[src/rtl/seg7_dec.sv]
// seg7_dec: receive-side decoder for the multiplexed two-digit 7-segment bus.
// Synchronizes the active-low segment lines and digit select, waits for a
// settled pattern, decodes it back to a hex nibble and reassembles digit
// pairs into a byte. Illegal lit patterns raise a sticky flag and are counted.
module seg7_dec #(
    parameter int STABLE_CYCLES = 4,  // identical samples required (2..255)
    parameter int SYNC_STAGES   = 2   // synchronizer depth (2..3)
) (
    input  logic       clk,
    input  logic       resetn,
    input  logic [6:0] seg_n,
    input  logic       digsel,
    input  logic       err_clr,
    output logic [3:0] digit_hi,
    output logic [3:0] digit_lo,
    output logic [7:0] data,
    output logic       data_valid,
    output logic       err,
    output logic [7:0] bad_cnt
);

    // One synchronized observation of the bus: which digit plus its segments.
    typedef struct packed {
        logic       digsel;
        logic [6:0] seg_n;
    } sample_t;

    // Result of looking a lit pattern up in the hex glyph table.
    typedef struct packed {
        logic       legal;
        logic [3:0] nibble;
    } decode_t;

    // Blank display (all segments off) with the high digit selected.
    localparam sample_t BLANK_SAMPLE = '{digsel: 1'b0, seg_n: 7'h7F};
    localparam logic [7:0] STABLE_MAX = 8'(STABLE_CYCLES);

    // Map a lit pattern (bit0=a .. bit6=g) to its hex digit, if it is one.
    function automatic decode_t decode_pattern(input logic [6:0] lit);
        decode_t r;
        r = '{legal: 1'b1, nibble: 4'h0};
        case (lit)
            7'h3F: r.nibble = 4'h0;
            7'h06: r.nibble = 4'h1;
            7'h5B: r.nibble = 4'h2;
            7'h4F: r.nibble = 4'h3;
            7'h66: r.nibble = 4'h4;
            7'h6D: r.nibble = 4'h5;
            7'h7D: r.nibble = 4'h6;
            7'h07: r.nibble = 4'h7;
            7'h7F: r.nibble = 4'h8;
            7'h6F: r.nibble = 4'h9;
            7'h77: r.nibble = 4'hA;
            7'h7C: r.nibble = 4'hB;
            7'h39: r.nibble = 4'hC;
            7'h5E: r.nibble = 4'hD;
            7'h79: r.nibble = 4'hE;
            7'h71: r.nibble = 4'hF;
            default: r.legal = 1'b0;
        endcase
        return r;
    endfunction

    // Synchronizer chain and stability-filter state.
    sample_t    sync_q [SYNC_STAGES];
    sample_t    s_cur;
    sample_t    s_prev;
    logic [7:0] run_cnt;
    logic       captured_q;

    // Digit reassembly state.
    logic       seen_hi_q;
    logic       seen_lo_q;

    // Combinational next-state / event signals.
    logic       s_changed;
    logic [7:0] run_nxt;
    logic       captured_kept;
    logic       fire;
    logic [6:0] lit;
    decode_t    dec;
    logic       cap_legal;
    logic       cap_illegal;
    logic [3:0] hi_nxt;
    logic [3:0] lo_nxt;
    logic       seen_hi_nxt;
    logic       seen_lo_nxt;
    logic       pair_done;

    assign s_cur = sync_q[SYNC_STAGES-1];

    // Shift pins through the synchronizer; reset loads a blank display sample.
    always_ff @(posedge clk) begin
        // NOTE: the synchronizer array is reset deliberately: a blank sample
        // after reset is what keeps stale pin history from being captured.
        if (!resetn) begin
            for (int i = 0; i < SYNC_STAGES; i++) begin
                sync_q[i] <= BLANK_SAMPLE;
            end
        end else begin
            sync_q[0] <= '{digsel: digsel, seg_n: seg_n};
            for (int i = 1; i < SYNC_STAGES; i++) begin
                sync_q[i] <= sync_q[i-1];
            end
        end
    end

    // Run-length filter: count identical samples, fire once per stable run.
    always_comb begin
        // NOTE: every output of a combinational block gets a value on every
        // path (here by full if/else coverage), otherwise a latch is inferred.
        s_changed = (s_cur != s_prev);
        if (s_changed) begin
            run_nxt = 8'd1;
        end else if (run_cnt == STABLE_MAX) begin
            run_nxt = run_cnt;
        end else begin
            run_nxt = run_cnt + 8'd1;
        end
        captured_kept = captured_q & ~s_changed;
        fire          = (run_nxt == STABLE_MAX) && !captured_kept;
    end

    // Classify a capture as blank (ignored), legal digit or illegal pattern.
    always_comb begin
        lit         = ~s_cur.seg_n;
        dec         = decode_pattern(lit);
        cap_legal   = fire && dec.legal;
        cap_illegal = fire && !dec.legal && (lit != 7'h00);
    end

    // Digit update and pair completion for the current capture.
    always_comb begin
        hi_nxt      = digit_hi;
        lo_nxt      = digit_lo;
        seen_hi_nxt = seen_hi_q;
        seen_lo_nxt = seen_lo_q;
        pair_done   = 1'b0;
        if (cap_legal) begin
            if (s_cur.digsel) begin
                lo_nxt      = dec.nibble;
                seen_lo_nxt = 1'b1;
            end else begin
                hi_nxt      = dec.nibble;
                seen_hi_nxt = 1'b1;
            end
            // The second distinct digit of a pair completes it; a repeat of
            // the same digit only overwrites and leaves the pair open.
            if (seen_hi_nxt && seen_lo_nxt) begin
                pair_done   = 1'b1;
                seen_hi_nxt = 1'b0;
                seen_lo_nxt = 1'b0;
            end
        end
    end

    // Filter state register; reset marks the (blank) run as already captured.
    always_ff @(posedge clk) begin
        // NOTE: sequential state uses non-blocking assignments so every flop
        // samples the pre-edge values regardless of statement order.
        if (!resetn) begin
            s_prev     <= BLANK_SAMPLE;
            run_cnt    <= 8'd0;
            captured_q <= 1'b1;
        end else begin
            s_prev     <= s_cur;
            run_cnt    <= run_nxt;
            captured_q <= captured_kept | fire;
        end
    end

    // Digit, pair and strobe registers; reset discards any partial pair.
    always_ff @(posedge clk) begin
        if (!resetn) begin
            digit_hi   <= 4'h0;
            digit_lo   <= 4'h0;
            seen_hi_q  <= 1'b0;
            seen_lo_q  <= 1'b0;
            data       <= 8'h00;
            data_valid <= 1'b0;
        end else begin
            digit_hi   <= hi_nxt;
            digit_lo   <= lo_nxt;
            seen_hi_q  <= seen_hi_nxt;
            seen_lo_q  <= seen_lo_nxt;
            data_valid <= pair_done;
            if (pair_done) begin
                data <= {hi_nxt, lo_nxt};
            end
        end
    end

    // Sticky error (a new illegal capture beats err_clr) and saturating count.
    always_ff @(posedge clk) begin
        if (!resetn) begin
            err     <= 1'b0;
            bad_cnt <= 8'h00;
        end else begin
            if (cap_illegal) begin
                err <= 1'b1;
            end else if (err_clr) begin
                err <= 1'b0;
            end
            if (cap_illegal && (bad_cnt != 8'hFF)) begin
                bad_cnt <= bad_cnt + 8'd1;
            end
        end
    end

endmodule

[config.mk]
export PLATFORM = sky130hd
export DESIGN_NAME = seg7_dec
export DESIGN_NICKNAME = d
export VERILOG_FILES = /design/src/rtl/seg7_dec.sv
export SDC_FILE = /design/constraint.sdc
export NUM_CORES = 1
export LEC_CHECK = 0
export CAP_MARGIN = 20
export CORE_MARGIN = 8
export CORE_UTILIZATION = 54
export DETAILED_ROUTE_END_ITERATION = 7
export PLACE_DENSITY = 0.86
export SLEW_MARGIN = 10
export SYNTH_ARGS = -nofsm -noshare
export SYNTH_HDL_FRONTEND = slang
export SYNTH_SLANG_ARGS = --single-unit
[constraint.sdc]
create_clock -name clk -period 2.9 [get_ports clk]
set_input_delay 0.58 -clock clk [delete_from_list [all_inputs] [get_ports clk]]
set_output_delay 0.58 -clock clk [all_outputs]
set_load 0.03 [all_outputs]
==> results of run 1 <==
==> layout by cell type, fill, tap and decap left out, types with 5 or more instances in the layout <==
master and instances:
nand4_1 7, inv_1 6, xnor2_1 13, nor2_1 22, buf_4 11, a21oi_1 13
or3_1 5, nand2_1 18, xor2_1 5, clkbuf_8 12, dfxtp_1 60, nand3_1 11
nand2b_1 25, clkdlybuf4s50_1 36, and2_1 9, nor3b_1 6, o21ai_0 7
==> cell type report <==
cell class,instances,area [um^2],area share
clock inverter,1,5.005,0.001477
timing repair buffer,47,442.9,0.1307
inverter,8,30.03,0.008863
clock buffer,14,172.7,0.05096
tap,70,87.58,0.02585
sequential,61,1222,0.3608
multi-input combinational,212,1428,0.4213
==> registers in the layout, summed over array words and instances (netlist names) <==
name / flops
run_cnt: 8
digit_hi: 4
sync_q: 16
seen_hi_q: 1
data_valid: 1
digit_lo: 4
data: 8
s_prev: 8
seen_lo_q: 1
captured_q: 1
bad_cnt: 8
err: 1
==> per-stage QoR <==
step / cell area [um^2] / util
after floorplan: 2719 / -
after global placement: 3164 / 0.6357
after detailed placement: 3164 / 0.6357
after CTS: 3348 / 0.6727
after global routing: 3388 / 0.6807
final: 3388 / 0.6807
==> where the power goes <==
group	leakage, uW	total (uW)	internal [uW]	switching, uW
clock	0.0000926	682	375	307
combinational	0.000649	98.8	47.6	51.2
sequential	0.000497	872	855	17.1
total	0.00124	1650	1280	375
==> cell families (layout without fill, tap and decap cells) <==
| logic type | count (synthesis) | in the layout | synth area share |
|---|---|---|---|
| compound gates | 50 | 50 | 0.1293 |
| flops | 61 | 61 | 0.4491 |
| mux | 5 | 5 | 0.01887 |
| buf+inv | 25 | 70 | 0.03957 |
| simple gates | 136 | 136 | 0.2913 |
| xor+xnor | 18 | 18 | 0.05798 |
| fa+ha+maj | 3 | 3 | 0.01381 |
==> critical path, cell delays in order (launching register included) <==
cell	delay, ns
dfxtp_1	0.39
inv_1	0.09
ha_1	0.19
nor4bb_1	0.16
and2_1	0.22
o41ai_2	0.36
nand2b_1	0.20
or4_4	0.58
o22a_1	0.21
a22o_1	0.19
==> worst paths after layout <==
kind,from,slack [ns],to
min,sync_q[0][0]$_SDFF_PN1_,0.41,sync_q[0][8]$_SDFF_PN1_
min reg2reg,sync_q[0][0]$_SDFF_PN1_,0.41,sync_q[0][8]$_SDFF_PN1_
max,run_cnt[1]$_SDFF_PN0_,0.18,data[6]$_SDFFE_PN0P_
max reg2reg,run_cnt[1]$_SDFF_PN0_,0.18,data[6]$_SDFFE_PN0P_
==> per-layer routing <==
metal,wire length (um),up-vias,global-route usage
met3,296,15,0.05472
met4,157,0,0.09859
met2,2922,59,0.2686
met1,2674,1075,0.1816
met5,0,-,0
li1,-,1145,-
==> what timing repair did <==
action	4_1_cts	5_1_grt
buffers inserted	0	1
resized for setup	1	6
setup endpoints to repair	4	19
==> key figures, run 1 <==
Clock tree
  – Root Driver: clkbuf_8
  – H-Tree Level Count: 3
  – Clock Sinks: 61
  – Max Root-Sink Buffers: 2
  – CTS clk-pin slew, worst paths: 0.07 ns
  – Worst-Skew Late Latency: 0.34 ns
  – TritonCTS clock tree: done
  – TritonCTS Buffers: 9
  – Cts hold-fix bufs: 0

Yosys
  – Post-Syn Area: 2719 um^2
  – Post-synth top flop: dfxtp_1
  – Most common cell in the netlist: dfxtp_1
  – Synth async-reset ratio: 0
  – Post-synth EDFFs: 0
  – Syn_area_per_cell: 9.124 um^2
  – Post-synth top cells: 61 x dfxtp_1, 25 x nand2b_1, 22 x nor2_1, 18 x nand2_1, 14 x a21oi_1
  – Post-synth top area share: 0.4491
  – Synthesized net count: 312
  – Post-synth top area cell: dfxtp_1
  – Count of cell types in the netlist: 57
  – FF+latch count, synth: 61
  – Sequential-to-total area share from yosys stat: 0.4491
  – Top cells by area, synth: dfxtp_1 45%, nand2b_1 5.8%, xnor2_1 4.2%, nor2_1 3.0%, a21oi_1 2.6%
  – Synth warn: 0
  – Post-Synthesis Cells: 298

Worst hold path
  – WHS Path Cells: 1
  – Worst min-delay path class: reg2reg

Cells and area
  – Area Overhead vs Synth: 24.62%
  – Layout Cells excl Fill: 413
  – Filler Cells Inserted: 392
  – Layout cells sized above 1: 0.1166
  – Layout net count: 353
  – ANT cells: 0

GRT
  – Initial antenna violation count: 0
  – GRT Util Overall: 0.1645
  – Pin count of the biggest net entering global routing: 30
  – First-pass GRT wire length: 9791 um
  – Vias in the first global route: 2,230
  – GRT overflow: 0

Worst setup path
  – Critical Path Fanout Max: 5
  – CP Launch Type: flop
  – Crit path capture type: flop
  – Cells on worst reg2reg path: 9
  – Worst EP arrival: 2.96 ns
  – CP Class: reg2reg
  – Required time of the critical path: 3.14 ns

STA
  – Highest Clock Rate: 367.9 MHz
  – Setup violations, final: 0
  – Final hold slack: 0.4052 ns
  – Final hold viol count: 0
  – Unrepaired setup endpoints after global routing: no
  – Final worst setup slack: 0.1819 ns
  – Max-slew headroom: 0.6683
  – Final slew viol count: 0
  – Worst Max-Slew Pin Slew: 0.4912 ns
  – Crit path time final: 2.718 ns
  – Final period util: 0.9373
  – TNS Setup: 0 ns
  – Clk_skew: 0.009631 ns

Floorplan
  – Row cnt: 26
  – Core Box Area: 4977 um^2
  – Initial Util: 0.5463
  – IO Pins: 37
  – DIE WIDTH: 86.96 um
  – Die area: 7561 um^2
  – Die H: 86.96 um

Power and ir drop
  – Final Total Pwr: 1653 uW
  – Pwr per Cell Area: 487.7 nW/um^2
  – VDD IR max: 0.0003748 V
  – Leakage power: 0.001238 uW

Job
  – Max-cap violations: 0

Placed design
  – Post-DP HPWL: 4183 um
  – Pre-CTS setup slack: 0.04361 ns
  – GP Congestion: 0.8045
  – Port Buffers: 36
  – Cell count after placement: 397

Detailed routing
  – Routed WL: 6051 um
  – DR WL/cell: 14.65 um
  – Routed Antenna Nets: 0
  – DR vias: 2,294
  – Via density: 5.554
  – Drt initial violations: 112
  – DRC: 0
  – Initial DRT Pass Iterations: 4

Run status
  – Status: complete, no violations
Note: power is estimated with default switching activity, not from simulation.
==> inputs of run 2 (changes only) <==
CORE_UTILIZATION = 58   (was 54)
DONT_BUFFER_PORTS = 1   (was unset)
PLACE_DENSITY = 0.73   (was 0.86)
==> key figures, run 2 (synthesized netlist as in run 1, its figures left out) <==
Run status
  – Status: complete, no violations

Clock tree
  – H-Tree Level Count: 3 (unchanged)
  – Clock Sinks: 61 (unchanged)
  – Root Driver: clkbuf_8
  – Cts hold-fix bufs: 0 (unchanged)
  – TritonCTS clock tree: done
  – Max Root-Sink Buffers: 2 (unchanged)
  – CTS clk-pin slew, worst paths: 0.08 ns (about the same)
  – TritonCTS Buffers: 9 (unchanged)
  – Worst-Skew Late Latency: 0.34 ns (about the same)

Placed design
  – GP Congestion: 0.8715 (+8.3%)
  – Cell count after placement: 344 (-13%)
  – Port Buffers: 0 (-100%)
  – Pre-CTS setup slack: 0.1438 ns (+0.1002 ns)
  – Placed instance area: 2776 um^2 (-12%)
  – Post-DP HPWL: 3794 um (-9.3%)

Worst setup path
  – Required time of the critical path: 3.14 ns (about the same)
  – Worst EP arrival: 2.93 ns (-0.03 ns)
  – Cells on worst reg2reg path: 9 (unchanged)
  – R2R Setup Slk: 0.21 ns (+0.03 ns)
  – Reg2Reg Launch Point: run_cnt[0]$_SDFF_PN0_
  – Crit path capture type: flop
  – CP Launch Type: flop
  – Critical Path Fanout Max: 5 (unchanged)
  – Worst reg2reg path endpoint: data[6]$_SDFFE_PN0P_
  – CP startpoint: run_cnt[0]$_SDFF_PN0_
  – CP Class: reg2reg

Cells and area
  – Layout Cells excl Fill: 361 (-13%)
  – Number of flip-flops in the largest register: 16 (unchanged)
  – ANT cells: 0 (unchanged)
  – Most frequent cells in the layout: 60 x dfxtp_1, 25 x nand2b_1, 22 x nor2_1
  – Filler Cells Inserted: 395 (+0.77%)
  – Most common cell after layout, fill and taps aside: dfxtp_1
  – Final instance area: 2998 um^2 (-12%)
  – Layout cells sized above 1: 0.1270 (+0.01042)
  – Area Overhead vs Synth: 10.26%
  – Layout net count: 316 (-10%)
  – Biggest register: sync_q

Detailed routing
  – Routed Antenna Nets: 0 (unchanged)
  – Routed WL: 5395 um (-11%)
  – DRC: 0 (unchanged)
  – DR WL/cell: 14.94 um (+2.0%)
  – Initial DRT Pass Iterations: 4 (unchanged)
  – Via density: 5.853 (+5.4%)
  – Drt initial violations: 81 (-28%)
  – DR vias: 2,113 (-7.9%)

STA
  – TNS Setup: 0 ns (unchanged)
  – Highest Clock Rate: 371.9 MHz (+1.1%)
  – Crit path time final: 2.689 ns (-0.02947 ns)
  – Clk_skew: 0.01502 ns (+0.005393 ns)
  – Final hold viol count: 0 (unchanged)
  – Worst Max-Slew Pin Slew: 0.6883 ns (+0.1971 ns)
  – Final worst setup slack: 0.2114 ns (+0.02947 ns)
  – Final period util: 0.9271 (-0.01016)
  – Setup violations, final: 0 (unchanged)
  – Final slew viol count: 0 (unchanged)
  – Max-slew headroom: 0.5411 (-0.1271)

Worst hold path
  – Hold_sp: resetn
  – Worst Hold Path EP: sync_q[0][10]$_SDFF_PN1_
  – WHS Path Cells: 1 (unchanged)
  – Worst min-delay path class: in2reg

GRT
  – GRT overflow: 0 (unchanged)
  – First-pass GRT wire length: 9114 um (-6.9%)
  – Pin count of the biggest net entering global routing: 36 (+20%)
  – Vias in the first global route: 1,965 (-12%)
  – GRT Util Overall: 0.1581 (-0.006458)
  – Initial antenna violation count: 0 (unchanged)

Power and ir drop
  – Pwr per Cell Area: 561.9 nW/um^2 (+15%)
  – VDD IR max: 0.0003661 V (-2.3%)
  – Final Total Pwr: 1684 uW (+1.9%)
  – Leakage power: 0.001104 uW (-11%)

Floorplan
  – DIE WIDTH: 84.47 um (-2.9%)
  – Row cnt: 25 (-3.8%)
  – Initial Util: 0.5873 (+0.04104)
  – Die H: 84.47 um (-2.9%)
  – Core Box Area: 4629 um^2 (-7.0%)
  – Die area: 7134 um^2 (-5.6%)
  – IO Pins: 37 (unchanged)

Job
  – Max-cap violations: 0 (unchanged)
==> run 2: changes by cell type in the layout (fill, tap and decap cells not counted), moves of 2 or more <==
| cell | change |
|---|---|
| clkinvlp_4 | +2 |
| nor4_1 | +2 |
| clkinv_4 | +2 |
| clkdlybuf4s50_1 | -36 |
| clkbuf_8 | -3 |
==> run 2: worst max-delay path by stage <==
stage                           endpoint  depth (start not counted)  slack [ns]
CTS                 data[6]$_SDFFE_PN0P_                          9        0.13
floorplan           data[6]$_SDFFE_PN0P_                         10        0.28
finish              data[6]$_SDFFE_PN0P_                          9        0.21
global placement    data[6]$_SDFFE_PN0P_                          9        0.22
detailed placement  data[6]$_SDFFE_PN0P_                          9        0.14
global route        data[5]$_SDFFE_PN0P_                         10       -0.02
==> run 2: cell type report <==
cell class,instances,area (um^2),area share
flip-flops and latches,61,1222,0.4078
inverters,8,30.03,0.01002
clock buffers,10,127.6,0.04257
well taps,54,67.56,0.02254
multi-input cells,212,1404,0.4683
clock inverters,6,71.32,0.02379
repair buffers,10,75.07,0.02504
==> run 2: what timing repair did <==
item | CTS | global route
gates resized for setup | 0 | 3
endpoints found under the setup margin | 0 | 15
buffers inserted | 0 | 1
==> run 2: critical path: stages, from the launching register on <==
cell      delay (ns)
dfxtp_1         0.39
inv_1           0.11
ha_1            0.20
nor4bb_1        0.16
and2_1          0.22
o41ai_2         0.36
nand2b_1        0.19
or4_4           0.58
o22a_1          0.20
a22o_1          0.19
==> run 2: layer usage <==
metal,up-vias,track usage,share of wire
li1,1071,-,-
met1,988,0.1768,0.44
met3,8,0.06244,0.062
met5,-,0,0
met4,0,0.08091,0.013
met2,46,0.2543,0.48
==> run 2: metrics by stage <==
| stage | hold slack (ns) | util |
|---|---|---|
| after detailed placement | 0.3914 | 0.5997 |
| after floorplan | 0.3863 | - |
| after global routing | 0.2891 | 0.6476 |
| after CTS | 0.2880 | 0.6427 |
| final | 0.3149 | 0.6476 |
| after global placement | 0.3884 | 0.5997 |
==> run 2: report_power, final <==
group,switching [uW],internal [uW]
logic,38.7,33.4
registers,18.1,854
clock network,338,402
==> inputs of run 3 (changes only) <==
CORE_UTILIZATION = 60   (was 58)
PLACE_DENSITY = 0.75   (was 0.73)
==> key figures, run 3 (synthesized netlist as in run 1, its figures left out) <==
Cells and area
  – Most frequent cells in the layout: 61 x dfxtp_1, 25 x nand2b_1, 22 x nor2_1
  – ANT cells: 0 (unchanged)
  – Most common cell after layout, fill and taps aside: dfxtp_1
  – Number of flip-flops in the largest register: 16 (unchanged)
  – Layout Cells excl Fill: 358 (-0.83%)
  – Final instance area: 3000 um^2 (about the same)
  – Biggest register: sync_q
  – Filler Cells Inserted: 333 (-16%)
  – Layout cells sized above 1: 0.1209 (-0.006121)
  – Layout net count: 316 (unchanged)
  – Final core utilization: 0.6891 (+0.04151)
  – Area Overhead vs Synth: 10.35% (about the same)

STA
  – Final hold viol count: 0 (unchanged)
  – Final period util: 0.9321 (+0.005022)
  – Setup violations, final: 0 (unchanged)
  – Clk_skew: 0.008733 ns (-0.006291 ns)
  – Worst Max-Slew Pin Slew: 0.6711 ns (-0.01718 ns)
  – Crit path time final: 2.703 ns (+0.01456 ns)
  – Highest Clock Rate: 369.9 MHz (-0.54%)
  – Final hold slack: 0.3218 ns (+0.006923 ns)
  – Final slew viol count: 0 (unchanged)
  – Max-slew headroom: 0.5526 (+0.01146)

Placed design
  – Post-DP HPWL: 3833 um (+1.0%)
  – Port Buffers: 0 (unchanged)
  – Cell count after placement: 342 (-0.58%)
  – Placed instance area: 2774 um^2 (about the same)
  – GP Congestion: 0.8851 (+1.6%)

Clock tree
  – H-Tree Level Count: 3 (unchanged)
  – Cts hold-fix bufs: 0 (unchanged)
  – Root Driver: clkbuf_8
  – CTS clk-pin slew, worst paths: 0.07 ns (about the same)
  – Clock Sinks: 61 (unchanged)
  – Worst-Skew Late Latency: 0.33 ns (about the same)
  – TritonCTS clock tree: done
  – Max Root-Sink Buffers: 2 (unchanged)
  – TritonCTS Buffers: 9 (unchanged)

Power and ir drop
  – Pwr per Cell Area: 588.3 nW/um^2 (+4.7%)
  – Leakage power: 0.001115 uW (+1.1%)
  – VDD IR max: 0.0004225 V (+15%)

Detailed routing
  – Routed Antenna Nets: 0 (unchanged)
  – Drt initial violations: 224 (+180%)
  – DRC: 0 (unchanged)
  – DR vias: 2,118 (+0.24%)
  – Routed WL: 5540 um (+2.7%)
  – Initial DRT Pass Iterations: 4 (unchanged)
  – Via density: 5.916 (+1.1%)
  – DR WL/cell: 15.47 um (+3.5%)

Worst setup path
  – Critical Path Fanout Max: 5 (unchanged)
  – Required time of the critical path: 3.13 ns (about the same)
  – Crit path max-delay cell type: or4_4
  – Cell Chain, Critical Path: inv_1 -> ha_1 -> nor4bb_1 -> and2_1 -> o41ai_1 -> nand2b_1 -> or4_4 -> o22a_1 -> a22o_1
  – Worst EP arrival: 2.93 ns (about the same)
  – CP Launch Type: flop
  – CP Buf/Inv Count: 1 (unchanged)
  – CP top delay family: simple AND/OR/NAND/NOR gates
  – CP Class: reg2reg
  – Slowest cell delay on critical path: 0.57 ns (about the same)
  – Crit path capture type: flop

Run status
  – Status: complete, no violations

Floorplan
  – IO Pins: 37 (unchanged)
  – Row cnt: 24 (-4.0%)
  – Die H: 83.32 um (-1.4%)
  – Initial Util: 0.6244 (+0.03713)
  – Die area: 6941 um^2 (-2.7%)
  – DIE WIDTH: 83.32 um (-1.4%)
  – Core Box Area: 4354 um^2 (-5.9%)

Job
  – Max-cap violations: 0 (unchanged)

GRT
  – Vias in the first global route: 2,098 (+6.8%)
  – GRT Util Overall: 0.1650 (+0.006951)
  – Initial antenna violation count: 0 (unchanged)
  – Pin count of the biggest net entering global routing: 36 (unchanged)
  – First-pass GRT wire length: 9784 um (+7.4%)
  – GRT overflow: 0 (unchanged)

Worst hold path
  – Worst min-delay path class: in2reg
## run 3: cell types whose count changed in the layout (fill, tap and decap cells not counted), sizes merged
cell / previous run / this run
bufinv: 1 / 2
clkinvlp: 2 / 0
inv: 8 / 7
clkinv: 3 / 4
## run 3: what timing repair did
action	CTS	global route
setup endpoints to repair	0	5
resized for setup	0	1
setup buffers	0	1
## run 3: worst paths after layout
kind | from | endpoint | slack [ns] | cells after the start
worst min register to register | sync_q[0][1]$_SDFF_PN1_ | sync_q[0][9]$_SDFF_PN1_ | 0.41 | 1
worst min-delay path | resetn | captured_q$_SDFF_PN1_ | 0.32 | 1
worst max-delay path | run_cnt[0]$_SDFF_PN0_ | data[6]$_SDFFE_PN0P_ | 0.20 | 9
worst max register to register | run_cnt[0]$_SDFF_PN0_ | data[6]$_SDFFE_PN0P_ | 0.20 | 9
## run 3: routing by layer
metal  global-route usage  vias up  routed length [um]
met2               0.2617       47                2571
li1                     -     1072                   -
met5                    0        -                   0
met3              0.05176        9                 332
met4              0.08466        0                  91
met1               0.1943      990                2545
## run 3: final cells by class
| cell class | instances | area (um^2) | area share |
|---|---|---|---|
| clock buffer | 10 | 137.6 | 0.04587 |
| tap | 52 | 65.06 | 0.02168 |
| inverter | 8 | 30.03 | 0.01001 |
| sequential | 61 | 1221 | 0.4070 |
| multi-input combinational | 212 | 1396 | 0.4654 |
| timing repair buffer | 10 | 75.07 | 0.02502 |
| clock inverter | 5 | 75.07 | 0.02502 |
## run 3: per-stage QoR
step	total power, uW	worst slack [ns]	setup TNS, ns
2_1_floorplan	951.1	0.2825	0
5_1_grt	1828	-0.007456	-0.007456
3_3_place_gp	960.9	0.2319	0
6_report	1765	0.1968	0
4_1_cts	1774	0.1618	0
3_5_place_dp	963.3	0.1725	0
## run 3: where the power goes
group          internal [uW]  leakage, uW  switching, uW
Combinational           33.4     0.000507           39.3
Sequential               855     0.000497           18.3
Clock                    498     0.000112            322
Total                   1390      0.00112            379
